===== src/rtl/bram_byte_packer.sv =====
// bram_byte_packer: packs a DATA_W-bit byte stream into LANES-byte words and
// buffers them in a first-word-fall-through FIFO with a valid/ready output.
// Upstream has no backpressure, so a word completed while the FIFO is full is
// dropped and the sticky overflow flag is raised.
module bram_byte_packer #(
  parameter int DATA_W     = 8,
  parameter int LANES      = 4,
  parameter int FIFO_DEPTH = 4,
  parameter bit BIG_ENDIAN = 1'b0
) (
  input  logic                            clk,
  input  logic                            rst,
  input  logic                            en,
  input  logic [DATA_W-1:0]               in_data,
  input  logic                            in_valid,
  input  logic                            flush,
  output logic [DATA_W*LANES-1:0]         out_data,
  output logic [LANES-1:0]                out_keep,
  output logic                            out_valid,
  input  logic                            out_ready,
  output logic [$clog2(FIFO_DEPTH):0]     fifo_count,
  output logic                            overflow
);

  localparam int WORD_W = DATA_W * LANES;
  localparam int LANE_W = $clog2(LANES);
  localparam int FILL_W = LANE_W + 1;        // holds 0..LANES
  localparam int PTR_W  = $clog2(FIFO_DEPTH);
  localparam int CNT_W  = PTR_W + 1;         // holds 0..FIFO_DEPTH

  // Assembly state
  logic [LANE_W-1:0] lane_cnt_q, lane_cnt_d;
  logic [WORD_W-1:0] asm_q, asm_d;

  // FIFO state
  logic [WORD_W-1:0] mem_data_q [FIFO_DEPTH];
  logic [LANES-1:0]  mem_keep_q [FIFO_DEPTH];
  logic [PTR_W-1:0]  wr_ptr_q, wr_ptr_d;
  logic [PTR_W-1:0]  rd_ptr_q, rd_ptr_d;
  logic [CNT_W-1:0]  count_q, count_d;
  logic              overflow_q, overflow_d;

  // Per-edge decisions
  logic              accept;
  logic [FILL_W-1:0] fill;       // lanes occupied once this edge's byte lands
  logic [WORD_W-1:0] word_w;     // assembly word including this edge's byte
  logic [LANES-1:0]  keep_w;
  logic              push;
  logic              pop;
  logic              full;
  logic              do_write;

  // Byte assembly: merge the incoming byte, decide whether a word leaves now.
  always_comb begin
    // NOTE: every variable gets a default before any conditional assignment so
    // no path leaves it unassigned, which would otherwise infer a latch.
    accept     = en & in_valid;
    word_w     = asm_q;
    fill       = {1'b0, lane_cnt_q};
    keep_w     = '0;
    asm_d      = asm_q;
    lane_cnt_d = lane_cnt_q;

    if (accept) begin
      for (int i = 0; i < LANES; i++) begin
        if (LANE_W'(i) == lane_cnt_q) begin
          word_w[(BIG_ENDIAN ? (LANES - 1 - i) : i) * DATA_W +: DATA_W] = in_data;
        end
      end
      fill = {1'b0, lane_cnt_q} + FILL_W'(1);
    end

    // Keep mask is always lane-indexed, independent of byte order.
    for (int i = 0; i < LANES; i++) begin
      keep_w[i] = (FILL_W'(i) < fill);
    end

    // A full word and a flush on the same edge still push exactly one word.
    push = (fill == FILL_W'(LANES)) || (flush && (fill != '0));

    if (push || flush) begin
      asm_d      = '0;
      lane_cnt_d = '0;
    end else begin
      asm_d      = word_w;
      lane_cnt_d = fill[LANE_W-1:0];
    end
  end

  // FIFO control: push/pop bookkeeping, drop-on-full and sticky overflow.
  always_comb begin
    out_valid  = (count_q != '0);
    full       = (count_q == CNT_W'(FIFO_DEPTH));
    pop        = out_valid & out_ready;
    // A pop on the same edge frees the head slot, so a push into a full FIFO
    // lands where the old head was and becomes the newest entry.
    do_write   = push & (~full | pop);
    overflow_d = overflow_q | (push & full & ~pop);
    wr_ptr_d   = do_write ? wr_ptr_q + PTR_W'(1) : wr_ptr_q;
    rd_ptr_d   = pop ? rd_ptr_q + PTR_W'(1) : rd_ptr_q;
    unique case ({do_write, pop})
      2'b10:   count_d = count_q + CNT_W'(1);
      2'b01:   count_d = count_q - CNT_W'(1);
      default: count_d = count_q;
    endcase
  end

  // Control and assembly registers, discarded immediately on reset.
  always_ff @(posedge clk or negedge rst) begin
    if (!rst) begin
      lane_cnt_q <= '0;
      asm_q      <= '0;
      wr_ptr_q   <= '0;
      rd_ptr_q   <= '0;
      count_q    <= '0;
      overflow_q <= 1'b0;
    end else begin
      // NOTE: sequential state uses non-blocking assignments so every register
      // samples the pre-edge values, independent of statement order.
      lane_cnt_q <= lane_cnt_d;
      asm_q      <= asm_d;
      wr_ptr_q   <= wr_ptr_d;
      rd_ptr_q   <= rd_ptr_d;
      count_q    <= count_d;
      overflow_q <= overflow_d;
    end
  end

  // FIFO storage write port.
  // NOTE: the storage array is deliberately not reset; entries are only
  // observable through count_q, which is reset, so stale contents never leak.
  always_ff @(posedge clk) begin
    if (do_write) begin
      mem_data_q[wr_ptr_q] <= word_w;
      mem_keep_q[wr_ptr_q] <= keep_w;
    end
  end

  // First-word-fall-through head, forced to zero while empty.
  always_comb begin
    out_data = out_valid ? mem_data_q[rd_ptr_q] : '0;
    out_keep = out_valid ? mem_keep_q[rd_ptr_q] : '0;
  end

  assign fifo_count = count_q;
  assign overflow   = overflow_q;

endmodule


===== config.mk =====
export PLATFORM = sky130hd
export DESIGN_NAME = bram_byte_packer
export DESIGN_NICKNAME = d
export VERILOG_FILES = /design/src/rtl/bram_byte_packer.sv
export SDC_FILE = /design/constraint.sdc
export NUM_CORES = 1
export LEC_CHECK = 0
export ABC_CLOCK_PERIOD_IN_PS = 8670
export CORE_ASPECT_RATIO = 0.5
export CORE_MARGIN = 2
export CORE_UTILIZATION = 55
export CTS_CLUSTER_DIAMETER = 60
export DETAILED_ROUTE_END_ITERATION = 16
export HOLD_SLACK_MARGIN = 0.1
export PLACE_DENSITY = 0.85
export SLEW_MARGIN = 15
export SYNTH_ARGS = -nofsm -noshare
export SYNTH_HDL_FRONTEND = slang
export SYNTH_SLANG_ARGS = --single-unit

===== constraint.sdc =====
create_clock -name clk -period 8.67 [get_ports clk]
set_clock_uncertainty 0.1 [all_clocks]
set_input_delay 1.734 -clock clk [delete_from_list [all_inputs] [get_ports clk]]
set_output_delay 1.734 -clock clk [all_outputs]
set_load 0.01 [all_outputs]

### After elaboration in Yosys (flattened, before gate mapping)

Memories as Yosys holds them, arrays and structs flattened.
Cells that the tools add are included.

* memories kept: 2
* register bits after elaboration: 42
* output and inout bits: 41
* memory bits (writable): 144
* word-level logic and storage cells: 53

* mux-type cells: 13
* eq/ne operators: 7
* $add $sub $neg: 5
* reductions and logical operators: 7
* order comparisons: 4
* bitwise gates (word level): 9

Memories
* mem_data_q: words 4, bits a word 32, read ports 1, clocked after memory_dff 0, write ports 1, RTL line 36 `logic [WORD_W-1:0] mem_data_q [FIFO_DEPTH];`
* mem_keep_q: words 4, bits a word 4, read ports 1, clocked after memory_dff 0, write ports 1, RTL line 37 `logic [LANES-1:0] mem_keep_q [FIFO_DEPTH];`

Operators with widths (count)
* $mux W32: 3
* $mux W8: 4
* $eq A3 B3 Y1 const B: 2
* $lt A1 B3 Y1 const A: 2
* $lt A2 B3 Y1 const A: 2
* $pmux W3 S2: 1
* $reduce_bool A3 Y1: 2
* $and A1 B1 Y1: 5
* $add A2 B1 Y2 const B: 2
* $eq A2 B2 Y1 const A: 2
* $mux W4: 1
* $add A2 B1 Y3 const B: 1
* $add A3 B1 Y3 const B: 1
* $mux W3: 1
* $sub A3 B1 Y3 const B: 1
* $eq A1 B2 Y1 const A: 1
* $eq A2 B1 Y1 const B: 1
* $eq A2 B2 Y1 const B: 1
* $logic_not A2 Y1: 1
* $logic_or A1 B1 Y1: 2
* $mux W1: 2
* $mux W2: 1
* $not A1 Y1: 2
* $or A1 B1 Y1: 2
* 2 further kinds: 2

### Logic depth before layout (Yosys ltp)

Gate-level depths: netlist of run 1.

* depth after elaboration: 8
* mapped depth: 11
* depth with buffers taken out: 11

### Worst setup path before layout of run 1

Ideal clock, no wire load.

* path type: input port to flip-flop
* start point: input in_valid
* end point: register count_q[2], in the netlist fifo_count[2]
* library setup time: 0.132 ns
* required time: 8.438 ns
* buffers on the path: 0
* path slack: 4.779 ns
* stages: 8
* data arrival time: 3.659 ns
* cell sequence: and4b_4 > mux2_4 > nand2_2 > nand3_1 > fa_1 > or4_4 > o211ai_2 > o211ai_2

* word-level cells in the longest chain between the ends: 8

Ends and longest elaborated chain
* start: declaration: RTL line 15 `input logic in_valid,`
* $and A1 B1 Y1 (*): RTL line 57 `accept = en & in_valid;`
* $mux W3 (*): RTL line 64 `if (accept) begin`
* $reduce_bool A3 Y1: RTL line 79 `push = (fill == FILL_W'(LANES)) || (flush && (fill != '0));`
* $logic_and A1 B1 Y1: RTL line 79
* $logic_or A1 B1 Y1 (*): RTL line 79
* $and A1 B1 Y1 (*): RTL line 97 `do_write = push & (~full | pop);`
* $eq A2 B1 Y1 or $eq A2 B2 Y1 (tied branches): RTL line 101 `unique case ({do_write, pop})`
* $pmux W3 S2 or $reduce_bool A2 Y1 (tied branches)
* end signal: assignment: RTL line 124 `count_q <= count_d;`
* end: declaration: RTL line 40 `logic [CNT_W-1:0] count_q, count_d;`

Mark *: on every way between the ends. The rest lies on a longest branch, timed or not.
A chain may end at the register's enable or synchronous reset.

### Worst setup path in the final report of run 1

* start point: register rd_ptr_q[0]
* end point: output out_data[4]

* word-level cells in the longest chain between the ends: 2

Ends and longest elaborated chain
* start: declaration: RTL line 39 `logic [PTR_W-1:0] rd_ptr_q, rd_ptr_d;`
* start signal: assignment: RTL line 123 `rd_ptr_q <= rd_ptr_d;`
* $mem_v2 Z4 W32
* $mux W32: RTL line 141 `out_data = out_valid ? mem_data_q[rd_ptr_q] : '0;`
* end: declaration: RTL line 17 `output logic [DATA_W*LANES-1:0] out_data,`

No other way between the ends.

==> results of run 1 <==
[state kept, by name, summed over array words and instances (netlist names)]
| name | flops |
|---|---|
| fifo_count | 3 |
| asm_q | 32 |
| overflow | 1 |
| mem_data_q | 128 |
| lane_cnt_q | 2 |
| rd_ptr_q | 2 |
| mem_keep_q | 16 |
| wr_ptr_q | 2 |
[worst register-to-register path: cells and delay by family (launching register included)]
kind	cells	cell delay, ns
mux	1	0.17
flops	1	0.47
buf+inv	2	0.60
simple gates	4	1.47
fa+ha+maj	1	0.36
[Yosys cell counts (all sizes together) (2+ instances only)]
master	count	share of area, %
dfrtp	42	14
nand3	4	0.26
mux4	36	11
nor3	5	0.33
xnor2	5	0.58
mux2	34	5.1
nand2	13	0.68
edfxtp	144	57
clkbuf	8	0.40
o21ai	2	0.13
inv	9	0.44
o221ai	2	0.23
o211ai	2	0.33
buf	9	0.58
mux2i	2	0.26
nor2	4	0.30
and2	41	3.4
a21o	2	0.20
a21oi	3	0.20
ha	8	1.3
nor2b	32	2.6
[area by class of cell]
| class | instances | area (µm²) | area share [%] |
|---|---|---|---|
| Clock buffer | 17 | 425 | 4.76 |
| Clock inverter | 15 | 174 | 1.95 |
| Inverter | 9 | 33.8 | 0.378 |
| Tap cell | 176 | 220 | 2.46 |
| Multi-Input combinational cell | 204 | 2110 | 23.6 |
| Sequential cell | 186 | 5380 | 60.2 |
| Timing Repair Buffer | 62 | 596 | 6.67 |
[stage by stage]
step,std cells,hold WS [ns],total power (µW),worst slack (ns)
detailed placement,637,0.372,1990,4.00
floorplan,416,0.393,1610,4.78
global placement,637,0.381,1970,3.99
finish,669,0.397,2730,3.84
global route,669,0.405,2850,3.68
CTS,669,0.398,2750,3.78
[power breakdown]
part           internal [µW]  switching (µW)
Sequential              1050            68.8
Clock                    389             370
Combinational            483             368
Total                   1920             807
[routing by layer]
layer | GRT usage (%) | wire length [µm]
met3 | 3.86 | 811
met1 | 29.4 | 6170
met4 | 8.39 | 231
met2 | 34.1 | 7170
met5 | 0 | 0
[kinds of logic (layout without fill, tap and decap cells)]
group / count (synthesis) / count (layout) / share of synthesized area, %
buffers and inverters: 26 / 103 / 1.42
adder cells (fa/ha/maj): 9 / 9 / 1.58
AND/OR/NAND/NOR: 103 / 103 / 8.11
flip-flops: 186 / 186 / 70.8
AO/OA/AOI/OAI: 15 / 15 / 1.48
XOR/XNOR: 5 / 5 / 0.577
multiplexers: 72 / 72 / 16.0
[worst paths after layout]
kind	to	slack (ns)	depth (start not counted)
worst max-delay path	out_data[4]	3.84	4
max in group asynchronous	rd_ptr_q[0]	6.41	1
worst max register to register	mem_data_q[0][10]	5.17	8
worst min-delay path	overflow	0.40	1
min in group asynchronous	wr_ptr_q[1]	1.38	1
worst min register to register	overflow	0.40	1
==> results by group, run 1 <==
Status
  • Status: complete, no violations

Detailed routing
  • Vias: 3885
  • Pre-Repair DR Iteration Count: 6
  • Antenna viol nets, final: 0
  • Via-per-instance ratio: 5.81
  • Drt drc: 0
  • Final WL: 14.4 mm
  • Routed length per instance: 21.5 µm
  • Drt initial violations: 280

Timing
  • Worst Tran Pin Value: 0.997 ns
  • Final Max Slew Viols: 0
  • Max-Slew Margin vs Limit: 33.6%
  • Final Hold Fails: 0
  • RSZ-0062 raised after global routing: false
  • Fmax: 207 MHz
  • Final period util: 55.7%
  • Final worst path period need: 4.83 ns
  • Sum Neg Setup Slack: 0 ns
  • Setup-failing EPs final: 0

Cells and area
  • Fin util: 66.1%
  • Synth-to-layout area growth: 17.7%
  • Final Cell Area: 0.00893 mm²
  • Nets: 503
  • Most common cell after layout, fill and taps aside: edfxtp_1
  • Most frequent cells in the layout: edfxtp_1, clkdlybuf4s50_1, and2_1, dfrtp_1, mux4_2
  • Inserted Diodes: 0
  • Share of cells above drive strength 1: 23.9%
  • # fillers: 875

Global route
  • Largest net degree at the start of global routing: 43
  • Number of global-route vias before repair: 3931
  • Global-route wire length before repair: 22.5 mm
  • Initial antenna violation count: 0
  • Gr ovfl total: 0
  • GRT Overall Usage: 21.2%

Logic synthesis
  • Syn Nets: 439
  • Synth Flop Type: edfxtp_1
  • Number of synthesized flops with an enable pin: 144
  • Sequential area share after synthesis: 70.8%
  • Async SR Flop Fraction: 22.6%
  • Distinct cells, synth: 35
  • Syn avg cell area: 18.3 µm²
  • Post-Synthesis Cells: 416
  • Netlist Area Pre-Place: 0.00759 mm²
  • Yosys warning count: 0
  • #FFs+latches synth: 186

Worst setup path
  • Worst Path Buf+Inv: 2
  • Slowest stage delay, CP: 0.76 ns
  • CP arrival: 2.99 ns
  • Kind of end point of the critical path: output port
  • RR Startpoint: lane_cnt_q[0]
  • Kind of critical path: register to output port
  • Critical Path Source Type: register
  • Max stage delay cell, worst path: dfrtp_2
  • Worst-path maximum fanout: 21
  • Worst endpoint required time: 6.84 ns
  • Critical path origin: rd_ptr_q[0]
  • Cell Chain, Critical Path: buf_4 -> mux4_2 -> and2_1 -> clkdlybuf4s50_1
  • Cell family with most CP delay: buffers and inverters

CTS
  • CTS resizes: 0
  • CTS Buffer Depth: 2
  • H-Tree Depth: 4
  • TritonCTS Buffers: 17
  • Worst-Skew Late Latency: 0.42 ns
  • Clock Tree Root: clkbuf_16
  • Clock Pin Slew Worst Setup and Hold Paths: 0.06 ns
  • Clk sinks: 186
  • Post-CTS Hold Fix Bufs: 0
  • TritonCTS clock tree: built
  • Postcts setup bufs: 0

Floorplanning
  • Core area: 0.0135 mm²
  • FP Rows: 30
  • IO Pins: 55
  • Initial Util: 56.2%
  • Die height: 87.1 µm
  • Die width: 170 µm
  • Die footprint: 0.0148 mm²

Power and ir drop
  • Peak supply drop: 0.000157 V
  • P per Cell Area: 305 mW/mm²
  • Leakage: 0.00328 µW

Min path
  • Worst Hold Class: register to register
  • Hold Startpoint: overflow

Place
  • Port bufs: 54
  • Placed Area: 0.00834 mm²
  • GPL Wtd Cong: 0.834
  • DP HPWL: 8.69 mm

Run
  • Max_cap viols: 0
(Power assumes the default switching activity.)
==> run 2: changes to the inputs <==
--- a/config.mk
+++ b/config.mk
@@ -5,14 +5,14 @@
 export SDC_FILE = /design/constraint.sdc
 export NUM_CORES = 1
 export LEC_CHECK = 0
-export ABC_CLOCK_PERIOD_IN_PS = 8670
+export ABC_CLOCK_PERIOD_IN_PS = 3900
 export CORE_ASPECT_RATIO = 0.5
 export CORE_MARGIN = 2
-export CORE_UTILIZATION = 55
+export CORE_UTILIZATION = 53
 export CTS_CLUSTER_DIAMETER = 60
 export DETAILED_ROUTE_END_ITERATION = 16
 export HOLD_SLACK_MARGIN = 0.1
-export PLACE_DENSITY = 0.85
+export PLACE_DENSITY = 0.86
 export SLEW_MARGIN = 15
 export SYNTH_ARGS = -nofsm -noshare
 export SYNTH_HDL_FRONTEND = slang
==> constraint.sdc (replaced) <==
create_clock -name clk -period 3.9 [get_ports clk]
set_clock_uncertainty 0.1 [all_clocks]
set_input_delay 0.78 -clock clk [delete_from_list [all_inputs] [get_ports clk]]
set_output_delay 0.78 -clock clk [all_outputs]
set_load 0.01 [all_outputs]
==> run 2 against run 1 <==
  * Clock power grew 140%
  * Cell count up 3.3%
  * Wire length increased by 1.3%
  * Count of clock-buffer cells in the layout stayed put
  * Via count rose by 0.67%
  * Flip-flop and latch count unchanged
  * Critical path depth rose by 6
  * Critical endpoint is now fifo_count[2]
==> results by group, run 2 (same netlist as run 1, synthesis figures left out) <==
Detailed routing
  • Pre-Repair DR Iteration Count: 4 (-2)
  • Final WL: 14.6 mm (+1.3%)
  • Antenna viol nets, final: 0 (unchanged)
  • Routed length per instance: 21.1 µm (-1.9%)
  • Vias: 3911 (+0.67%)
  • Drt drc: 0 (unchanged)
  • Via-per-instance ratio: 5.66 (-2.5%)
  • Drt initial violations: 276 (-1.4%)

Power and ir drop
  • Leakage: 0.00334 µW (+1.9%)
  • Total power: 6230 µW (+130%)
  • Peak supply drop: 0.000326 V (+110%)
  • P per Cell Area: 688 mW/mm² (+130%)

Floorplanning
  • IO Pins: 55 (unchanged)
  • FP Rows: 30 (unchanged)
  • Die footprint: 0.0154 mm² (+3.6%)
  • Die width: 173 µm (+1.8%)
  • Die height: 88.6 µm (+1.8%)
  • Initial Util: 55.1% (-1.1 points)
  • Core area: 0.0138 mm² (+1.9%)

Status
  • Status: complete, no violations

Global route
  • Global-route wire length before repair: 22.7 mm (+0.79%)
  • Gr ovfl total: 0 (unchanged)
  • GRT Overall Usage: 20.4% (-0.77 points)
  • Initial antenna violation count: 0 (unchanged)
  • Number of global-route vias before repair: 4108 (+4.5%)
  • Largest net degree at the start of global routing: 40 (-7.0%)

CTS
  • Postcts setup bufs: 0 (unchanged)
  • TritonCTS clock tree: built
  • Clk sinks: 186 (unchanged)
  • Clock Tree Root: clkbuf_16
  • CTS resizes: 0 (unchanged)
  • TritonCTS Buffers: 17 (unchanged)
  • Clock Pin Slew Worst Setup and Hold Paths: 0.07 ns (about the same)
  • CTS Buffer Depth: 2 (unchanged)
  • H-Tree Depth: 4 (unchanged)
  • Post-CTS Hold Fix Bufs: 0 (unchanged)
  • Worst-Skew Late Latency: 0.43 ns (about the same)

Cells and area
  • Nets: 509 (+1.2%)
  • Most frequent cells in the layout: edfxtp_1, clkdlybuf4s50_1, and2_1, dfrtp_1, mux4_2
  • Post-Layout Cell Count: 691 (+3.3%)
  • Largest reg by FF count: mem_data_q
  • Biggest regs: mem_data_q (128), asm_q (32), mem_keep_q (16)
  • # fillers: 887 (+1.4%)
  • Final Cell Area: 0.00906 mm² (+1.4%)
  • Share of cells above drive strength 1: 24.8% (+0.91 points)
  • Most common cell after layout, fill and taps aside: edfxtp_1
  • Inserted Diodes: 0 (unchanged)
  • Synth-to-layout area growth: 19.3%
  • Max reg flops: 128 (unchanged)

Timing
  • Post-route setup slack: 0.584 ns (-3.26 ns)
  • Sum Neg Setup Slack: 0 ns (unchanged)
  • Final Max Slew Viols: 0 (unchanged)
  • Final Hold Fails: 0 (unchanged)
  • Final period util: 85.0%
  • Final worst path period need: 3.32 ns
  • Max-Slew Margin vs Limit: 53.5% (+20 points)
  • Fmax: 302 MHz
  • RSZ-0062 raised after global routing: false
  • Worst Tran Pin Value: 0.688 ns (-0.309 ns)
  • Setup-failing EPs final: 0 (unchanged)

Worst setup path
  • Worst endpoint required time: 4.10 ns (-2.74 ns)
  • CP arrival: 3.52 ns (+0.53 ns)
  • Cell Chain, Critical Path: inv_1 -> ha_1 -> and4b_4 -> mux2_4 -> nand2_2 -> nand3_1 -> fa_1 -> or4_4 -> o211ai_2 -> o211ai_2
  • Critical path's most frequent cell: o211ai_2
  • Critical Path Source Type: register
  • Kind of end point of the critical path: register
  • Max stage delay cell, worst path: or4_4
  • Worst-path maximum fanout: 6 (-71%)
  • Kind of critical path: register to register
  • Slowest stage delay, CP: 0.54 ns (-0.22 ns)

Place
  • Placed Cells: 659 (+3.5%)
  • Placed Area: 0.00841 mm² (+0.93%)
  • Pre-CTS setup slack: 0.360 ns (-3.64 ns)
  • Port bufs: 54 (unchanged)
  • DP HPWL: 9.06 mm (+4.3%)
  • GPL Wtd Cong: 0.840 (+0.74%)

Run
  • Max_cap viols: 0 (unchanged)

Min path
  • Worst Hold Class: primary input to async pin
## run 2: area by class of cell
| class | instances | area [µm²] | area share [%] |
|---|---|---|---|
| sequential | 186 | 5380 | 59.3 |
| clock inverter | 15 | 223 | 2.46 |
| tap | 192 | 240 | 2.65 |
| inverter | 9 | 33.8 | 0.373 |
| clock buffer | 17 | 425 | 4.69 |
| timing repair buffer | 68 | 653 | 7.21 |
| multi-input combinational | 204 | 2110 | 23.3 |
## run 2: stage by stage
step | utilization, % | hold slack, ns
4_1_cts | 65.8 | 0.257
3_5_place_dp | 61.1 | 0.364
6_report | 65.8 | 0.241
2_1_floorplan | - | 0.384
3_3_place_gp | 61.1 | 0.364
5_1_grt | 65.8 | 0.282
## run 2: critical path, delay by kind of cell (launching register included)
kind	cells	cell delay [ns]
muxes	1	0.32
DFF	1	0.46
and+or+nand+nor	4	1.19
adders and majority gates	2	0.80
AOI/OAI and AO/OA	2	0.19
buffers and inverters	1	0.14
## run 2: final timing paths
path / startpoint / to / slack (ns) / depth (start not counted)
min in group clk: overflow / overflow / 0.37 / 1
min: rst / overflow / 0.24 / 1
max in group asynchronous: rst / asm_q[15] / 2.71 / 2
min reg2reg: overflow / overflow / 0.37 / 1
max reg2reg: lane_cnt_q[0] / fifo_count[2] / 0.58 / 10
max: lane_cnt_q[0] / fifo_count[2] / 0.58 / 10
## run 2: power breakdown
part           switching [µW]  total (µW)  internal, µW
logic                     865        1960          1100
registers                 106        2430          2320
clock network             790        1840          1050
total                    1760        6230          4470
## run 2: layer usage
metal / GRT usage, % / vias to the layer above / wire (µm)
met2: 34.9 / 115 / 7320
met4: 9.01 / 0 / 374
met5: 0 / - / 0
met3: 4.98 / 26 / 806
li1: - / 1725 / -
met1: 25.6 / 2045 / 6070
==> run 3: changes to the inputs <==
--- a/config.mk
+++ b/config.mk
@@ -13,7 +13,7 @@
 export DETAILED_ROUTE_END_ITERATION = 16
 export HOLD_SLACK_MARGIN = 0.1
 export PLACE_DENSITY = 0.86
-export SLEW_MARGIN = 15
+export SKIP_LAST_GASP = 1
 export SYNTH_ARGS = -nofsm -noshare
 export SYNTH_HDL_FRONTEND = slang
 export SYNTH_SLANG_ARGS = --single-unit
==> results of run 3 <==
Final layout, timing and power as in run 2 (identical DEF).
